<file path="src/rtl/par_data_out.sv">
// par_data_out: serialises 32-bit FIFO values as MSB-first bytes on the parallel transfer port; define PAR_OUT_CHECKSUM_EN to append an XOR checksum byte per gate
module par_data_out #(
  parameter int GATE_VALUES = 4,
  parameter int DIV = 4
) (
  input  logic        CLK_EXT,
  input  logic        ENABLE,
  input  logic        start,
  input  logic        fifo_empty,
  input  logic [31:0] fifo_data,
  output logic        fifo_rd,
  output logic        busy,
  output logic        done,
  output logic        underrun,
  input  logic        clr_underrun,
  output logic        DATA_CLK,
  output logic [7:0]  DATA_OUT,
  output logic        ROI_SYNC,
  output logic        HARM_SYNC
);
  localparam int PW = $clog2(DIV);
  typedef enum logic [2:0] {IDLE, WAIT_DATA, FETCH, LOAD, SHIFT, DONE} state_t;
  state_t state_q, state_d;
  logic [PW-1:0] ph_q, ph_d;
  logic [1:0] byte_q, byte_d;
  logic [7:0] val_q, val_d;
  logic [31:0] sh_q, sh_d, hold_q, hold_d, ck_sh;
  logic have_q, have_d, pf_q, sent_q, sent_d, ur_q, ur_d, ck_q;
  logic byte_end, val_end, last_val, pf_rd, pf_miss, nxt_rdy;
  assign byte_end = state_q == SHIFT && ph_q == PW'(DIV - 1);
  assign val_end  = byte_end && byte_q == 2'd3;
  assign last_val = val_q == 8'(GATE_VALUES - 1);
  assign pf_rd    = state_q == SHIFT && byte_q == 2'd3 && ph_q == '0 && !last_val && !fifo_empty;
  assign pf_miss  = state_q == SHIFT && byte_q == 2'd3 && ph_q == '0 && !last_val && fifo_empty;
  assign nxt_rdy  = have_q || pf_q;
`ifdef PAR_OUT_CHECKSUM_EN
  localparam bit CK_EN = 1'b1;
  logic [7:0] cs_q;
  // XOR every transmitted data byte; ck_q marks the trailing checksum byte
  always_ff @(posedge CLK_EXT or negedge ENABLE)
    if (!ENABLE) begin
      cs_q <= '0;
      ck_q <= 1'b0;
    end else if (state_d == DONE) begin
      cs_q <= '0;
      ck_q <= 1'b0;
    end else if (byte_end && !ck_q) begin
      cs_q <= cs_q ^ sh_q[31:24];
      ck_q <= val_end && last_val;
    end
  assign ck_sh = {cs_q ^ sh_q[31:24], 24'h0};
`else
  localparam bit CK_EN = 1'b0;
  assign ck_q  = 1'b0;
  assign ck_sh = '0;
`endif
  // State and datapath registers; ENABLE low aborts everything at once
  always_ff @(posedge CLK_EXT or negedge ENABLE)
    if (!ENABLE) begin
      state_q <= IDLE;
      ph_q    <= '0;
      byte_q  <= '0;
      val_q   <= '0;
      sh_q    <= '0;
      hold_q  <= '0;
      have_q  <= 1'b0;
      pf_q    <= 1'b0;
      sent_q  <= 1'b0;
      ur_q    <= 1'b0;
    end else begin
      state_q <= state_d;
      ph_q    <= ph_d;
      byte_q  <= byte_d;
      val_q   <= val_d;
      sh_q    <= sh_d;
      hold_q  <= hold_d;
      have_q  <= have_d;
      pf_q    <= pf_rd;
      sent_q  <= sent_d;
      ur_q    <= ur_d;
    end
  // Next-state decode; a value boundary without prefetched data stalls in WAIT_DATA
  always_comb begin
    state_d = state_q;
    case (state_q)
      IDLE:      if (start) state_d = fifo_empty ? WAIT_DATA : FETCH;
      WAIT_DATA: if (!fifo_empty) state_d = FETCH;
      FETCH:     state_d = LOAD;
      LOAD:      state_d = SHIFT;
      SHIFT:     if (ck_q ? byte_end : val_end)
                   state_d = ck_q ? DONE : last_val ? (CK_EN ? SHIFT : DONE) : nxt_rdy ? SHIFT : WAIT_DATA;
      DONE:      state_d = IDLE;
      default:   state_d = IDLE;
    endcase
  end
  // Byte timing, shift register, prefetch holding register and sticky underrun
  always_comb begin
    ph_d   = ph_q;
    byte_d = byte_q;
    val_d  = val_q;
    sh_d   = sh_q;
    hold_d = pf_q ? fifo_data : hold_q;
    have_d = have_q || pf_q;
    sent_d = sent_q || state_q == SHIFT;
    ur_d   = pf_miss ? 1'b1 : clr_underrun ? 1'b0 : ur_q;
    if (state_q == LOAD) begin
      sh_d   = fifo_data;
      ph_d   = '0;
      byte_d = '0;
    end
    if (state_q == SHIFT) begin
      ph_d = byte_end ? '0 : ph_q + 1'b1;
      if (byte_end) begin
        byte_d = byte_q + 1'b1;
        sh_d   = sh_q << 8;
      end
      if (val_end) begin
        val_d  = val_q + 1'b1;
        sh_d   = last_val ? ck_sh : have_q ? hold_q : pf_q ? fifo_data : sh_q;
        have_d = 1'b0;
      end
    end
    if (state_d == DONE) begin
      sh_d   = '0;
      val_d  = '0;
      byte_d = '0;
      ph_d   = '0;
      have_d = 1'b0;
      sent_d = 1'b0;
    end
  end
  // Port decode from state; ROI_SYNC stays up through a mid-gate stall once a byte has gone out
  always_comb begin
    fifo_rd   = state_q == FETCH || pf_rd;
    busy      = state_q != IDLE && state_q != DONE;
    done      = state_q == DONE;
    underrun  = ur_q;
    DATA_CLK  = state_q == SHIFT && ph_q >= PW'(DIV / 2);
    DATA_OUT  = sh_q[31:24];
    ROI_SYNC  = busy && (state_q == SHIFT || sent_q);
    HARM_SYNC = state_q == SHIFT && byte_q == 2'd0 && !ck_q;
  end
endmodule

</file>
<file path="config.mk">
export PLATFORM = sky130hd
export DESIGN_NAME = par_data_out
export DESIGN_NICKNAME = d
export VERILOG_FILES = /design/src/rtl/par_data_out.sv
export SDC_FILE = /design/constraint.sdc
export NUM_CORES = 1
export LEC_CHECK = 0
export ABC_AREA = 1
export CAP_MARGIN = 20
export CORE_ASPECT_RATIO = 0.7
export CORE_MARGIN = 2
export CORE_UTILIZATION = 40
export CTS_BUF_LIST = sky130_fd_sc_hd__clkbuf_2
export DETAILED_ROUTE_END_ITERATION = 8
export DONT_BUFFER_PORTS = 1
export GPL_TIMING_DRIVEN = 0
export MAX_ROUTING_LAYER = met4
export PLACE_DENSITY = 0.56
export SYNTH_ARGS = -nofsm -noshare
export SYNTH_HDL_FRONTEND = slang
export SYNTH_SLANG_ARGS = --single-unit
</file>
<file path="constraint.sdc">
create_clock -name CLK_EXT -period 1.8 [get_ports CLK_EXT]
set_clock_uncertainty 0.05 [all_clocks]
set_input_delay 0.27 -clock CLK_EXT [delete_from_list [all_inputs] [get_ports CLK_EXT]]
set_output_delay 0.27 -clock CLK_EXT [all_outputs]
set_load 0.03 [all_outputs]
</file>
# Word level (Yosys, flattened, before mapping)
# Cells that the tools add are included.
# classes
addsub	3
n_lt_le_gt_ge	1
n_eq_ne	11
mux	32
reduce_logical	25
# ops
cell	count
$mux W32	8
$mux W8	3
$mux W2	9
$mux W3	5
$pmux W3 S5	1
$logic_and A1 B1 Y1	11
$eq A3 B3 Y1 const B	3
$add A8 B1 Y8 const B	1
$eq A8 B2 Y1 const B	1
$eq A3 B2 Y1 const B	2
$mux W1	6
$ne A6 B5 Y1 const B	1
$reduce_bool A2 Y1	3
$reduce_bool A3 Y1	2
$add A2 B1 Y2 const B	2
$eq A2 B2 Y1 const B	2
$logic_not A2 Y1	2
$eq A3 B1 Y1 const B	1
$logic_not A3 Y1	1
$logic_or A1 B1 Y1	3
$ne A3 B3 Y1 const B	1
$ge A2 B2 Y1 const B	1
$logic_not A1 Y1	2
$reduce_and A2 Y1	1
# totals
register_bits	83
inputBits	37

# Depth between registers and ports, before layout
# logic_depth
ltp_word	8
ltp_mapped	11

# Worst setup path before layout
# Ideal clock, no wire load.
# synth_timing
path_type	register to output
start	register val_q[0]
end	output port fifo_rd
arrival_ps	1853
required_ps	1480
slack_ps	-373
path_stages_with_launch	8
n_path_buf	1
cell_sequence	dfrtp_1 ha_1 nand2_1 nor2_1 nand2_2 buf_2 nand4_1 o21ai_0
# synth_between
elab_chain_cells	5
# synth_rtl
item	line_no	source
from (decl)	26	logic [7:0] val_q, val_d;
from (signal assigned)	74	val_q <= val_d;
$eq A8 B2 Y1	32	assign last_val = val_q == 8'(GATE_VALUES - 1);
$logic_not A1 Y1	33	assign pf_rd = state_q == SHIFT && byte_q == 2'd3 && ph_q == '0 && !last_val && !fifo_empty;
$logic_and A1 B1 Y1 (2 in series)	33	
$logic_or A1 B1 Y1	134	fifo_rd = state_q == FETCH || pf_rd;
to (decl)	11	output logic fifo_rd,
# Every way passes these cells.

# Final worst setup path
# Ends and elaborated chain as after synthesis.

==> impl_metrics.env <==
export IMPL_cts_root_buf="clkbuf_2"
export IMPL_drive_above_1_share_pct=17.11
export IMPL_final_max_slew_violation_count=0
export IMPL_ant_nets=0
export IMPL_worstPathMaxFanout=2
export IMPL_ys_warn_count=0
export IMPL_p_per_area_nw_per_um2=1234
export IMPL_ys_ff_latch=83
export IMPL_wirelength_um=14630
export IMPL_io_pins=52
export IMPL_hold_violations=83
export IMPL_cts_max_level=3
export IMPL_hpwlAfterDp_um=9936
export IMPL_drc=0
export IMPL_grt_pass1_vias=4416
export IMPL_avgSynthCellArea_um2=7.132
export IMPL_violations="hold timing, setup timing"
export IMPL_startpoint_type="flip-flop"
export IMPL_final_setup_worst_slack_ns=-0.5404
export IMPL_slew_headroom_pct=59.85
export IMPL_syn_area_um2=4850
export IMPL_cts_buffer_depth=2
export IMPL_cts_tree="yes"
export IMPL_status="complete, but fails checks"
export IMPL_clkSinkCount=83
export IMPL_regArea_um2=2081
export IMPL_coreArea_um2=11770
export IMPL_p_comb_share_pct=44.5
export IMPL_async_flop_share_pct=100.0
export IMPL_drt_iter0_markers=409
export IMPL_tightest_slew_ns=0.6023
export IMPL_area_growth_pct=24.72
export IMPL_wl_per_cell_um=16.06
export IMPL_p_sw_share_pct=41.19
export IMPL_die_width_um=135.6
export IMPL_numCtsBuffers=9
export IMPL_syn_nets=723
export IMPL_start_util_pct=41.21
export IMPL_pwr_share_clk_pct=16.9
export IMPL_p_total_mw=7.466
export IMPL_setup_viol=29
export IMPL_post_route_period_util_pct=130.0
export IMPL_worstPathArrival_ns=2.02
export IMPL_hold_buffers=35
export IMPL_clock_fmax_mhz=427.3
export IMPL_intPower_mw=4.391
export IMPL_synthCells=680
export IMPL_finalNetCount=792
export IMPL_placedCellCount=837
export IMPL_fin_cells=911
export IMPL_rows=33
export IMPL_fin_crit_ns=2.340
export IMPL_synth_edff_count=0
export IMPL_hold_class="in2async"
export IMPL_grt_pass1_wl_um=23330
export IMPL_whs_ns=-0.6960
export IMPL_yosysSeqAreaShare_pct=42.83
export IMPL_critical_path_class="reg2out"
export IMPL_clk_pin_slew_ns=0.24
export IMPL_worstPathRequired_ns=1.48
export IMPL_fillers=1154
export IMPL_crit_path_end_kind="output pin"
export IMPL_via_per_inst=5.173
export IMPL_synth_cell_types=32
export IMPL_vias=4713
export IMPL_overflow=0
export IMPL_die_area_um2=13040
export IMPL_maxCapViolations=0
export IMPL_firstDrtPassIters=5
export IMPL_grt_max_degree=84
export IMPL_ir_drop_uv=522.7
export IMPL_multiInputGateArea_um2=2412
export IMPL_rsz0062_at_grt="true"
export IMPL_power_switching_mw=3.075
export IMPL_antenna_found_initial=0
export IMPL_grt_usage_pct=24.02
export IMPL_power_leakage_nw=2.835
export IMPL_die_y_um=96.13
export IMPL_tns_ns=-2.001
export IMPL_antenna_cells=0
export IMPL_io_buffers=0
export IMPL_seq_power_share_pct=38.6
export IMPL_clk_latency_ns=0.56
export IMPL_gp_congestion=0.8791
export IMPL_synthFlopType="dfrtp_1"
## layer usage
layer	vias to the layer above	global-route usage (%)	wire, µm
met4	0	5.556	121
met2	151	34.64	6147
met1	2223	35.02	7507
li1	2323	-	-
met5	-	-	0
met3	16	4.423	853
## worst max-delay path, stage by stage (launching register included)
cell     delay (ns)
dfrtp_1        0.44
ha_2           0.20
nand2_2        0.07
nor2_2         0.04
nand2_2        0.08
buf_6          0.11
nand4_1        0.19
o21ai_4        0.32
## power by group through the flow
stage	Combinational, mW	Clock, mW	Sequential [mW]
after floorplan	2.09	0	2.66
after global placement	2.42	0	2.85
after detailed placement	2.46	0	2.86
after CTS	2.83	1.29	2.84
after global routing	3.67	1.36	2.94
final	3.32	1.26	2.89
## stage by stage
step                util [%]  setup slack, ns  instance area [µm²]
global route           51.40          -0.6286                 6048
floorplan                  -         -0.01120                 4860
detailed placement     42.97          -0.3592                 5056
global placement       42.97          -0.3453                 5056
CTS                    49.04          -0.5496                 5771
finish                 51.40          -0.5404                 6048
## cell usage in the layout (no fill, tap or decap), drive strengths merged
cell,Yosys,final
a21oi,30,30
or2,1,1
nand3,35,35
mux2i,1,1
ha,6,6
clkbuf,7,21
dfrtp,83,83
o22ai,3,3
buf,43,61
o21a,2,2
a31oi,7,7
o21ai,105,105
inv,61,60
nand4,11,11
nor3,3,3
nand2,225,225
a22oi,1,1
dlygate4sd3,0,35
nor2,44,44
xor2,5,5
mux2,1,1
o211ai,3,3
xnor2,2,2
bufinv,0,3
clkinv,1,6
## kinds of logic (layout without fill, tap and decap cells)
logic type / count (synthesis) / in the layout / synth area share [%]
AO/OA/AOI/OAI: 151 / 151 / 16.23
XOR/XNOR: 7 / 7 / 1.264
adder cells (fa/ha/maj): 6 / 6 / 1.548
buffers and inverters: 112 / 186 / 11.07
flip-flops: 83 / 83 / 42.83
multiplexers: 2 / 2 / 0.4386
AND/OR/NAND/NOR: 319 / 319 / 26.63
## cell type report
type / instances / area share [%]
Multi-Input combinational cell: 485 / 39.88
Sequential cell: 83 / 34.40
Timing Repair Buffer: 58 / 9.806
Buffer: 50 / 6.123
Inverter: 62 / 4.034
Tap cell: 157 / 3.248
Clock inverter: 7 / 1.758
Clock buffer: 9 / 0.7447
## final timing paths
path | start | endpoint | slack (ns) | depth (start not counted)
worst max register to register | state_q[1] | sh_q[28] | -0.06 | 8
worst max-delay path | val_q[0] | fifo_rd | -0.54 | 7
worst min-delay path | ENABLE | have_q | -0.70 | 0
worst min register to register | val_q[6] | val_q[6] | 0.46 | 1
min in group CLK_EXT | fifo_empty | state_q[0] | 0.03 | 4
max in group asynchronous | ENABLE | sh_q[28] | 2.25 | 0
## cell usage after synthesis, types with 2 or more instances
library cell | number | share of area [%]
nand2_1 | 223 | 17
dfrtp_1 | 83 | 43
inv_1 | 59 | 4.6
o21ai_0 | 57 | 5.9
o21ai_1 | 48 | 5.0
nor2_1 | 42 | 3.3
nand3_1 | 35 | 3.6
a21oi_1 | 29 | 3.0
buf_2 | 20 | 2.1
buf_4 | 12 | 1.9
nand4_1 | 10 | 1.3
a31oi_1 | 7 | 0.90
clkbuf_1 | 7 | 0.54
buf_6 | 6 | 1.4
ha_1 | 6 | 1.5
buf_1 | 5 | 0.39
xor2_1 | 5 | 0.90
nor3_1 | 3 | 0.31
o211ai_1 | 3 | 0.46
o22ai_1 | 3 | 0.39
inv_2 | 2 | 0.15
nand2_2 | 2 | 0.26
nor2_2 | 2 | 0.26
o21a_1 | 2 | 0.31
xnor2_1 | 2 | 0.36
## registers in the layout, indices dropped and copies added, names as in the netlist
signal    cells
ph_q          2
byte_q        2
state_q       3
underrun      1
val_q         8
hold_q       32
have_q        1
pf_q          1
sent_q        1
sh_q         32
## what timing repair did
action	in CTS	in global routing
cloned	0	3
setup endpoints to repair	25	44
resized for setup	36	54
pin swaps	10	13
endpoints found under the hold margin	131	83
setup buffers	14	6
(Power assumes the default switching activity.)
